## src/rtl/keypad_matrix_scan.sv

```systemverilog
`default_nettype none
// ============================================================================
// keypad_matrix_scan : 4x4 keypad row scanner with per-row samples and a
//                      debounced key map. Optional macro: KEYPAD_EVENT_EN.
// Rev 1.0
// ============================================================================
module keypad_matrix_scan #(
  parameter int SCAN_DIV     = 1000,
  parameter int DEBOUNCE_CNT = 4
) (
  input  logic        clk,
  input  logic        rst_n,
  input  logic [3:0]  col_in,
  output logic [3:0]  row,
  output logic [1:0]  row_idx,
  output logic [3:0]  col_out,
  output logic        row_rdy,
  output logic [15:0] key_state,
  output logic        key_event,
  output logic [3:0]  key_code
);

  localparam int DW = $clog2(SCAN_DIV);
  localparam int CW = $clog2(DEBOUNCE_CNT + 1);
  localparam logic [DW-1:0] C_DWELL_LAST = DW'(SCAN_DIV - 1);
  localparam logic [CW-1:0] C_DEB        = CW'(DEBOUNCE_CNT);

  logic [3:0]    r_sync1;
  logic [3:0]    r_sync2;
  logic [DW-1:0] r_dwell;
  logic [1:0]    r_cur;
  logic [11:0]   r_acc;
  logic [15:0]   r_prev;
  logic [CW-1:0] r_stable;

  logic          w_sample;
  logic [15:0]   w_frame;
  logic [CW-1:0] w_stable_nxt;
  logic          w_commit;

  assign w_sample = (r_dwell == C_DWELL_LAST);
  // Row 3 is merged straight from the synchroniser so the frame is complete on its sample edge.
  assign w_frame  = {~r_sync2, r_acc};

  always_comb begin
    w_stable_nxt = CW'(1);
    if (w_frame == r_prev) begin
      w_stable_nxt = (r_stable == C_DEB) ? C_DEB : r_stable + CW'(1);
    end
  end

  assign w_commit = w_sample && (r_cur == 2'd3) && (w_stable_nxt == C_DEB);

  always_ff @(posedge clk) begin
    if (!rst_n) begin
      r_sync1   <= 4'b1111;
      r_sync2   <= 4'b1111;
      r_dwell   <= '0;
      r_cur     <= 2'd0;
      r_acc     <= 12'd0;
      r_prev    <= 16'd0;
      r_stable  <= '0;
      row       <= 4'b1110;
      row_idx   <= 2'd0;
      col_out   <= 4'b1111;
      row_rdy   <= 1'b0;
      key_state <= 16'd0;
    end else begin
      r_sync1 <= col_in;
      r_sync2 <= r_sync1;
      row_rdy <= w_sample;
      if (w_sample) begin
        r_dwell <= '0;
        r_cur   <= r_cur + 2'd1;
        row     <= {row[2:0], row[3]};
        col_out <= r_sync2;
        row_idx <= r_cur;
        case (r_cur)
          2'd0:    r_acc[3:0]  <= ~r_sync2;
          2'd1:    r_acc[7:4]  <= ~r_sync2;
          2'd2:    r_acc[11:8] <= ~r_sync2;
          default: ;
        endcase
        if (r_cur == 2'd3) begin
          r_prev   <= w_frame;
          r_stable <= w_stable_nxt;
        end
        if (w_commit) begin
          key_state <= w_frame;
        end
      end else begin
        r_dwell <= r_dwell + DW'(1);
      end
    end
  end

`ifdef KEYPAD_EVENT_EN
  logic [15:0] w_new;

  function automatic logic [3:0] lowest_idx(input logic [15:0] v);
    lowest_idx = 4'd0;
    for (int i = 15; i >= 0; i--) begin
      if (v[i]) lowest_idx = i[3:0];
    end
  endfunction

  assign w_new = w_frame & ~key_state;

  always_ff @(posedge clk) begin
    if (!rst_n) begin
      key_event <= 1'b0;
      key_code  <= 4'd0;
    end else begin
      key_event <= 1'b0;
      if (w_commit && (w_new != 16'd0)) begin
        key_event <= 1'b1;
        key_code  <= lowest_idx(w_new);
      end
    end
  end
`else
  assign key_event = 1'b0;
  assign key_code  = 4'd0;
`endif

endmodule
`default_nettype wire

```

## config.mk

```make
export PLATFORM = sky130hd
export DESIGN_NAME = keypad_matrix_scan
export DESIGN_NICKNAME = d
export VERILOG_FILES = /design/src/rtl/keypad_matrix_scan.sv
export SDC_FILE = /design/constraint.sdc
export NUM_CORES = 1
export LEC_CHECK = 0
export CORE_ASPECT_RATIO = 0.9
export CORE_UTILIZATION = 40
export DETAILED_ROUTE_END_ITERATION = 12
export GPL_ROUTABILITY_DRIVEN = 0
export PLACE_DENSITY = 0.68
export SETUP_SLACK_MARGIN = 0.5
export SKIP_LAST_GASP = 1
export SYNTH_ARGS = -nofsm -noshare
export SYNTH_HDL_FRONTEND = slang
export SYNTH_SLANG_ARGS = --single-unit
```

## constraint.sdc

```tcl
create_clock -name clk -period 4.9 [get_ports clk]
set_clock_uncertainty 0.1 [all_clocks]
set_input_delay 0.49 -clock clk [delete_from_list [all_inputs] [get_ports clk]]
set_output_delay 0.49 -clock clk [all_outputs]
set_load 0.03 [all_outputs]
```

; Word level (Yosys, flattened, before mapping)
; Index checks and enable logic that the tools add are counted.
[op_classes]
add_sub_neg = 3
n_eq_ne = 7
mux = 2
bitwise = 2
n_reduce_logical = 9
[op_table]
columns = operator, n
row1 = 16-bit == test, 1
row2 = 10-bit by 1-bit adder with 10-bit output (second input constant), 1
row3 = 10-bit == test (second input constant), 1
row4 = 2-bit AND reduction, 5
row5 = 3-bit == test (second input constant), 2
row6 = 3-bit two-way mux, 2
row7 = 2-bit == test (second input constant), 2
row8 = 4-bit inverter, 1
row9 = 3-bit by 1-bit adder with 3-bit output (second input constant), 1
row10 = 2-bit by 1-bit adder with 2-bit output (second input constant), 1
row11 = 2-bit by 1-bit == test with 1-bit output (second input constant), 1
row12 = 1-bit logical AND, 2
row13 = 2-bit logical NOT, 1
row14 = 2-bit OR reduction, 1
row15 = 1-bit inverter, 1
[totals]
register_bits = 78
inputBits = 6
wordCells = 37

; Depth between registers and ports, before layout
; Gate-level depths: netlist (run 1).
[depth]
ltp_word = 6
depth_mapped = 8
mapped_depth_nobuf = 6

; Least setup slack after synthesis (run 1)
; No wires, ideal clock.
[synth_path]
kind = reg2reg
startpoint = reg r_dwell[0]
endpoint = reg key_state[10]
setup_time_ns = 0.072
arrival_ns = 2.009
required_ns = 4.728
slack_ns = 2.719
stages_incl_launch_ff = 9
path_buffers = 2
path_cell_list = dfxtp_1 > ha_1 > nand4_2 > or4_4 > nor3_2 > o2111a_1 > buf_6 > buf_12 > mux2i_1
[synth_via]
elab_chain_len = 4
[synth_rtl]
columns = element, line
row1 = start: declaration, 30  ; logic [DW-1:0] r_dwell;
row2 = start signal: assignment, 92  ; r_dwell <= r_dwell + DW'(1);
row3 = 10-bit == test (*), 41  ; assign w_sample = (r_dwell == C_DWELL_LAST);
row4 = 1-bit logical AND (2 in series), 52  ; assign w_commit = w_sample && (r_cur == 2'd3) && (w_stable_nxt == C_DEB);
row5 = 2-bit AND reduction (no source line) (*), -
row6 = end signal: assignment, 89  ; key_state <= w_frame;
row7 = end: declaration, 18  ; output logic [15:0] key_state,
; Mark *: on every way between the ends. The rest lies on a longest branch, timed or not.
; A chain may end at the register's enable or synchronous reset.

; Final worst setup path (run 1)
[layout_path]
startpoint = reg r_dwell[0]
endpoint = reg key_state[2]
; Same word-level chain as after synthesis.

==> results of run 1 <==
## worst paths after layout
path              startpoint           end  cells past startpoint
hold / removal    r_sync1[0]    r_sync2[0]                      1
hold reg to reg   r_sync1[0]    r_sync2[0]                      1
setup / recovery  r_dwell[0]  key_state[2]                      6
setup reg to reg  r_dwell[0]  key_state[2]                      6
## per-layer routing
metal	global-route usage (%)	wire, um	share of wire [%]	up-vias
met5	0	0	0	-
met4	5.56	75	1.3	0
met3	5.46	216	3.6	8
met2	25.0	2710	45	35
met1	19.5	2980	50	1064
li1	-	-	-	1211
## state kept, by name, summed over array words and instances, names as in the netlist
register and count:
r_acc 12, row 4, r_cur 2, key_state 16, r_sync2 4, r_sync1 4
row_rdy 1, col_out 4, r_stable 3, r_dwell 10, r_prev 16, row_idx 2
## cell families (layout without fill, tap and decap cells)
group	Yosys count	after routing	synth area share, %
muxes	16	16	4.93
DFF	78	78	48.1
adders and majority gates	7	7	2.70
xor gates and xnor gates	24	24	6.48
buffers and inverters	31	55	4.90
and+or+nand+nor	158	158	22.7
other	1	5	0.116
AOI/OAI and AO/OA	41	41	10.0
## where the power goes
group | internal, W | switching, W
clock network | 0.000233 | 0.000228
registers | 0.000638 | 0.00000609
logic | 0.0000116 | 0.0000205
## cell usage after synthesis
cell       number
o2111a_1        1
inv_1           5
nand2b_1       12
a21boi_0       18
nor3_1          3
xnor2_1        18
and3_1          4
buf_6           1
buf_4           5
nand2_1        96
nand4b_1        1
nor2_1         10
nand3b_1        1
and4_1          1
nand4_1         4
nand3_1        12
xor2_1          6
dfxtp_1        78
a21oi_1         3
or4_4           1
nor4_2          2
buf_12          1
and2_1          8
ha_1            7
nor3_2          1
nor2b_1         1
o211a_1        13
o2111ai_1       1
conb_1          1
nand4_2         1
clkbuf_1       19
mux2i_1        16
o21ai_0         5
## per-stage QoR
stage / setup WS [ns] / hold WS [ns] / utilization (%) / std cells / total power (W)
after global routing: 1.65 / 0.323 / 49.0 / 480 / 0.00119
after floorplan: 2.72 / 0.286 / - / 360 / 0.000685
final: 1.87 / 0.309 / 49.0 / 480 / 0.00114
after global placement: 2.01 / 0.290 / 46.5 / 464 / 0.000691
after CTS: 1.86 / 0.313 / 49.0 / 480 / 0.00116
after detailed placement: 1.88 / 0.294 / 46.5 / 464 / 0.000692
## layout make-up
| cell class | count | share of cell area [%] |
|---|---|---|
| sequential | 78 | 41.4 |
| multi-input combinational | 251 | 41.1 |
| timing repair buffer | 34 | 8.76 |
| clock buffer | 10 | 3.39 |
| tap | 96 | 3.19 |
| clock inverter | 6 | 1.66 |
| inverter | 5 | 0.498 |
## cell usage in the layout, fill, tap and decap left out, types with 8 or more instances in the layout
cell             synthesis  final
nand3_1                 12     12
clkbuf_8                 0      9
mux2i_1                 16     16
and2_1                   8      8
xnor2_1                 18     18
nand2b_1                12     12
dfxtp_1                 78     78
o211a_1                 13     13
clkdlybuf4s50_1          0     31
nor2_1                  10     10
a21boi_0                18     18
nand2_1                 96     96
## worst max-delay path, cell delays in order (launching register included)
cell      delay [ns]
dfxtp_1         0.38
ha_1            0.29
nand4_2         0.18
or4_4           0.67
nor3_2          0.19
o2111a_1        0.86
mux2i_1         0.27
==> key figures, run 1 <==
Die
  – Core area: roughly 7700 um2
  – Row Count: 30
  – Die Wd: 97.0 um
  – Die H: slightly below 90 um
  – Die area: 8480 um2
  – Top-Level Pins: 38
  – Initial core utilization: ~42%

Global routing
  – Pin count of the biggest net entering global routing: 60
  – Vias in the first global route: about 2200
  – Initial antenna violation count: 0
  – GRT Util Overall: 15.6%
  – GRT overflow: 0
  – First-pass GRT wire length: 10400 um

Power and ir drop
  – Pwr/cell area: 302 nW/um2
  – Lkg Pwr: about 1.5 nW
  – Worst vdd ir: around 0.16 mV

Min path
  – Hold Path Class: flop to flop

Placed design
  – Post-DP HPWL: between 3000 and 4000 um
  – I/O Buffers: 32
  – DP Area: approximately 3600 um2

Final layout
  – Reg area: 1560 um2
  – Area Overhead vs Synth: 16.2%
  – # fillers: around 700
  – Fraction of layout cells with a size suffix above 1: under 10%
  – Design area: 3770 um2
  – Net count reported at finish: ~390
  – Diodes inserted: 0
  – Multi-input gate area: between 1500 and 2000 um2

Critical path
  – Flop2flop setup slack: 1.87 ns
  – Startpoint Class: flop
  – Critical path class: flop to flop
  – Data required, critical path: ~5 ns
  – Worst-path fanout max: 22
  – Worst setup EP type: flop
  – Critical Path AT: between 3 and 4 ns

Yosys
  – Area leader, netlist: dfxtp_1
  – Yosys Warn Count: 0
  – Seq/Total Area, Yosys: approximately 48%
  – Synth top area cells: dfxtp_1 48%, nand2_1 11%, mux2i_1 4.9%
  – Average cell area after synthesis: between 9 and 10 um2
  – Syn Inst Count: ~360
  – Share of the synthesized area in the top cell type: about half
  – #FFs+latches synth: between 70 and 80
  – Netlist cell types: 33
  – Mapped Area: approximately 3200 um2

STA
  – Fin crit share: just over 60%
  – Tightest Pin Transition: 1.00 ns
  – Fmax: about 0.33 GHz
  – Minimum clock period: just over 3 ns
  – Slew headroom: about a third
  – RSZ-0062 raised after global routing: no
  – Setup_tns: 0 ns
  – Setup violators final: 0
  – Final Max Slew Viols: 0
  – Hold Violations, Final: 0

Clock network
  – Clock sink total: 78
  – Number of setup buffers added after CTS: 0
  – Max Buffers Root-to-Sink: 2
  – # hold bufs at CTS: 0
  – Worst-path clk slew: about 0.070 ns
  – H-tree depth: 3
  – CTS Root Cell: clkbuf_8
  – Skew-Pair Late Insertion Delay: about 0.35 ns
  – CTS tree: built
  – CTS Buf Count: 9
  – Post_cts resized: 0

Routing
  – Drt total wl: approximately 6000 um
  – Iter 0 DRT Violations: 75
  – ANT nets after route: 0
  – Via Count: about 2300
  – Routed vias/inst: approximately 4.8
  – # DRC: 0
  – TritonRoute pass-1 iters: 4
  – WL/cell: around 12 um

Job
  – Max-Cap Viols: 0

Outcome
  – Run status: finished, final reports clean
Note: power is estimated with default switching activity, not from simulation.
==> inputs of run 2 (changes only) <==
- clock period: 4.9 -> 2.87 ns (I/O delays scaled with it)
==> run 2 against run 1 <==
Compared with the run above: non-clock buffer count up 9; first-iteration DRC count up 110%; core utilization up 1.5 points; sequential cell count unchanged; global-route usage up 0.54 points; clock power up 90%; wire length up 5.7%; sequential power up 71%.
==> key figures, run 2 (synthesis gave the netlist of run 1 again) <==
Outcome
  – Run status: finished, final reports clean

Clock network
  – H-tree depth: 3
  – Skew-Pair Late Insertion Delay: approximately 0.35 ns
  – CTS Root Cell: clkbuf_8
  – Clock sink total: slightly below 80
  – Worst-path clk slew: roughly 0.080 ns
  – CTS tree: built
  – CTS Buf Count: 9
  – Number of setup buffers added after CTS: 0
  – Max Buffers Root-to-Sink: 2

Critical path
  – Critical Path AT: about 2.4 ns
  – R2R Path End: key_state[12]
  – Worst R2R Path Depth: 7
  – Worst r2r src: r_dwell[0]
  – Worst setup EP type: flop
  – Startpoint Class: flop
  – Worst-path fanout max: 9
  – Flop2flop setup slack: between 0.6 and 0.7 ns
  – Critical path class: flop to flop
  – Data required, critical path: a little over 3 ns

Placed design
  – Post-DP HPWL: between 4000 and 5000 um
  – I/O Buffers: 32

Min path
  – Hold path cells: 2
  – Hold path endpoint: col_out[3]
  – Hold Path Class: primary input to flop
  – Worst hold start: rst_n

Power and ir drop
  – Pwr/cell area: 525 nW/um2
  – Total power: 0.00204 W
  – Lkg Pwr: between 1.5 and 2 nW
  – Worst vdd ir: about 0.37 mV

Die
  – Core area: about 7700 um2
  – Top-Level Pins: 38
  – Initial core utilization: roughly 42%
  – Row Count: 30
  – Die H: 87.5 um
  – Die area: about 8500 um2
  – Die Wd: roughly 97 um

STA
  – Fmax: about 0.45 GHz
  – Slew headroom: ~61%
  – Fin crit share: between 70 and 80%
  – Minimum clock period: approximately 2.2 ns
  – Tightest Pin Transition: slightly below 0.6 ns
  – Hold WS: between 0.2 and 0.3 ns
  – Hold Violations, Final: 0
  – Final Max Slew Viols: 0
  – Setup_tns: 0 ns
  – Setup violators final: 0
  – RSZ-0062 raised after global routing: no

Final layout
  – Fraction of layout cells with a size suffix above 1: between 8 and 9%
  – Most frequent cells in the layout: 96 x nand2_1, 78 x dfxtp_1, 31 x clkdlybuf4s50_1, 18 x a21boi_0, 18 x xnor2_1
  – Most common cell after layout, fill and taps aside: nand2_1
  – Biggest regs: key_state x16, r_prev x16, r_acc x12
  – Net count reported at finish: 401
  – Diodes inserted: 0
  – Area Overhead vs Synth: 19.7%

Global routing
  – First-pass GRT wire length: ~11000 um
  – GRT overflow: 0
  – Initial antenna violation count: 0
  – Pin count of the biggest net entering global routing: 39
  – GRT Util Overall: 16.1%
  – Vias in the first global route: roughly 2300

Routing
  – ANT nets after route: 0
  – TritonRoute pass-1 iters: 5
  – WL/cell: roughly 13 um
  – Routed vias/inst: approximately 5
  – Drt total wl: approximately 6300 um
  – Iter 0 DRT Violations: between 150 and 200
  – Via Count: ~2400
  – # DRC: 0

Job
  – Max-Cap Viols: 0
[run 2: area by class of cell]
| class | instances | area, um2 |
|---|---|---|
| clock inverter | 6 | 87.6 |
| timing repair buffer | 43 | 418 |
| fill | 689 | 3810 |
| inverter | 5 | 18.8 |
| multi-input combinational | 251 | 1550 |
| tap | 96 | 120 |
| clock buffer | 9 | 124 |
| sequential | 78 | 1560 |
[run 2: per-layer routing]
metal  routed length, um  vias up  global-route usage, %
met4                  71        0                   6.11
li1                    -     1226                      -
met5                   0        -                      0
met3                 253        8                   5.94
met2                2830       49                   25.5
met1                3170     1126                   20.2
[run 2: per-stage QoR]
stage / util [%] / cells / instance area [um2] / setup WS (ns)
5_1_grt: 50.5 / 488 / 3880 / 0.519
6_report: 50.5 / 488 / 3880 / 0.661
2_1_floorplan: - / 360 / 3260 / 0.689
3_3_place_gp: 47.4 / 473 / 3650 / 0.652
4_1_cts: 50.2 / 488 / 3860 / 0.549
3_5_place_dp: 47.4 / 473 / 3650 / 0.585
[run 2: worst max-delay path, stage by stage, from the launching register on]
cell,delay [ns]
dfxtp_1,0.42
ha_4,0.19
nand4_2,0.13
or4_4,0.54
nor3_2,0.16
o2111a_2,0.23
buf_6,0.17
mux2i_1,0.19
[run 2: repair_timing]
| item | 4_1_cts | 5_1_grt |
|---|---|---|
| gates resized for setup | 0 | 5 |
| setup endpoints to repair | 0 | 16 |
| hold buffers | 0 | 0 |
[run 2: worst max path at each step]
stage                     startpoint            end  slack [ns]  cells past startpoint
after global routing      r_dwell[0]   key_state[3]        0.52                      7
after detailed placement  r_dwell[0]   key_state[9]        0.58                      7
after floorplan           r_dwell[0]  key_state[10]        0.69                      8
after global placement    r_dwell[0]  key_state[10]        0.65                      7
final                     r_dwell[0]  key_state[12]        0.66                      7
after CTS                 r_dwell[0]  key_state[12]        0.55                      7
[run 2: power by group]
part	total (W)	internal [W]	switching (W)
clock network	0.000876	0.000483	0.000393
logic	0.0000659	0.0000255	0.0000404
registers	0.00110	0.00109	0.00000808
total	0.00204	0.00160	0.000441
==> inputs of run 3 (changes only) <==
- clock period: 2.87 -> 2.2 ns (I/O delays scaled with it)
==> run 3 against run 2 <==
Compared with the run above: sequential power is 30% higher; global-route usage is 2.0 points higher; worst setup slack worse by 0.58 ns; non-clock buffer count is 23 higher; final area is 11% higher; maximum frequency is 4.2% higher; die area stayed put; via count is 6.4% higher; highest routed layer unchanged.
==> key figures, run 3 (synthesis gave the netlist of run 1 again) <==
Final layout
  – # fillers: 660
  – Design area: 4310 um2
  – Area Overhead vs Synth: 32.7%
  – Fin util: ~56%
  – Fraction of layout cells with a size suffix above 1: 25.2%
  – Biggest regs: key_state x16, r_prev x16, r_acc x12
  – Most common cell after layout, fill and taps aside: nand2_1
  – Net count reported at finish: between 400 and 500
  – Most frequent cells in the layout: 78 x nand2_1, 63 x dfxtp_1, 22 x dlygate4sd2_1, 20 x buf_4, 16 x xnor2_1
  – Diodes inserted: 0

Routing
  – Drt total wl: 7450 um
  – Via Count: around 2600
  – Routed vias/inst: between 5 and 6
  – # DRC: 0
  – TritonRoute pass-1 iters: 4
  – WL/cell: roughly 15 um
  – ANT nets after route: 0
  – Iter 0 DRT Violations: 87

Critical path
  – Critical Path AT: around 2.3 ns
  – Crit-path cells: ha_2 -> inv_2 -> or4_4 -> nor3_4 -> o2111a_2 -> buf_12 -> mux2i_2
  – Worst r2r src: r_cur[1]
  – Worst-path fanout max: 8
  – Critical Path Stages: 7
  – Data required, critical path: approximately 2.4 ns
  – Worst path max stage delay: around 0.54 ns
  – Cell family with most CP delay: simple AND/OR/NAND/NOR gates
  – Worst R2R Path Depth: 7
  – Buffers and inverters on the worst path: 2
  – Flop2flop setup slack: 0.08 ns
  – Worst setup EP type: flop
  – Critical path class: flop to flop
  – Crit path max-delay cell type: or4_4
  – Startpoint Class: flop
  – R2R Path End: key_state[5]

Power and ir drop
  – Combinational power share: 4.0%
  – Pwr/cell area: around 600 nW/um2
  – Worst vdd ir: ~0.37 mV
  – Internal power contribution: slightly above 0.002 W
  – Sw Ratio: between 20% and 30%
  – Sw Pwr: just over 0.0006 W
  – Flop pwr share: 54.3%
  – Lkg Pwr: ~1.9 nW
  – Clock group share of total power: a little over two fifths

Min path
  – Hold Path Class: primary input to flop
  – Hold path cells: 2
  – Hold path endpoint: col_out[2]
  – Worst hold start: rst_n

Placed design
  – DP Area: approximately 3700 um2
  – Worst slack, placed: between 0.05 and 0.06 ns
  – Post-DP HPWL: between 4000 and 5000 um
  – I/O Buffers: 32

Clock network
  – CTS Root Cell: clkbuf_8
  – Clock sink total: 78
  – H-tree depth: 3
  – # hold bufs at CTS: 0
  – CTS tree: built
  – CTS Buf Count: 9
  – Worst-path clk slew: around 0.080 ns
  – Max Buffers Root-to-Sink: 2
  – Skew-Pair Late Insertion Delay: ~0.36 ns

STA
  – Final WS setup: between 0.07 and 0.08 ns
  – Minimum clock period: about 2.1 ns
  – Hold Violations, Final: 0
  – Fmax: roughly 0.47 GHz
  – Fin crit share: between 90% and 100%
  – Setup violators final: 0
  – Hold WS: between 0.15 and 0.2 ns
  – RSZ-0062 raised after global routing: yes
  – Final Max Slew Viols: 0

Die
  – Core area: 7690 um2
  – Die H: ~87 um
  – Die Wd: between 90 and 100 um
  – Initial core utilization: a little over two fifths
  – Row Count: 30
  – Die area: about 8500 um2
  – Top-Level Pins: 38

Outcome
  – Run status: finished, final reports clean

Global routing
  – Initial antenna violation count: 0
  – GRT overflow: 0
  – Pin count of the biggest net entering global routing: 64
  – GRT Util Overall: 18.2%
  – Vias in the first global route: ~2400
  – First-pass GRT wire length: 12100 um

Job
  – Max-Cap Viols: 0
## run 3: how the worst max path moves through the flow
stage	to	slack (ns)	start
after global placement	key_state[11]	0.15	r_dwell[1]
after CTS	key_state[5]	0.08	r_dwell[1]
after detailed placement	key_state[14]	0.06	r_dwell[0]
after global routing	key_state[3]	-0.003	r_dwell[4]
after floorplan	key_state[10]	0.15	r_dwell[1]
final	key_state[5]	0.08	r_cur[1]
## run 3: routing by layer
| layer | GRT usage [%] | part of all wire [%] |
|---|---|---|
| met5 | 0 | 0 |
| met4 | 4.48 | 0.51 |
| met3 | 5.86 | 5.2 |
| met2 | 28.2 | 47 |
| met1 | 24.5 | 47 |
## run 3: per-stage QoR
stage | total power (W) | std cells | TNS (ns)
after detailed placement | 0.00156 | 476 | 0
after floorplan | 0.00153 | 360 | 0
after global routing | 0.00274 | 512 | -0.00325
after global placement | 0.00156 | 476 | 0
after CTS | 0.00266 | 507 | 0
final | 0.00263 | 512 | 0
## run 3: area by class of cell
type                            count  area [um2]  area share (%)
Sequential cell                    78        1580            36.7
Clock buffer                       10         138            3.20
Multi-Input combinational cell    251        1700            39.4
Tap cell                           96         120            2.79
Clock inverter                      6        68.8            1.60
Inverter                            5        18.8           0.436
Timing Repair Buffer               66         683            15.9
## run 3: power by group through the flow
stage | combinational, W | clock [W] | sequential [W]
floorplan | 0.0000651 | 0 | 0.00146
global placement | 0.0000928 | 0 | 0.00146
detailed placement | 0.0000937 | 0 | 0.00146
CTS | 0.000103 | 0.00112 | 0.00143
global route | 0.000115 | 0.00119 | 0.00143
finish | 0.000106 | 0.00110 | 0.00143
## run 3: repair_timing
action | in CTS | in global routing
buffers inserted | 13 | 5
resized for setup | 60 | 47
pin swaps | 5 | 22
setup endpoints to repair | 75 | 70
cloned | 2 | 0
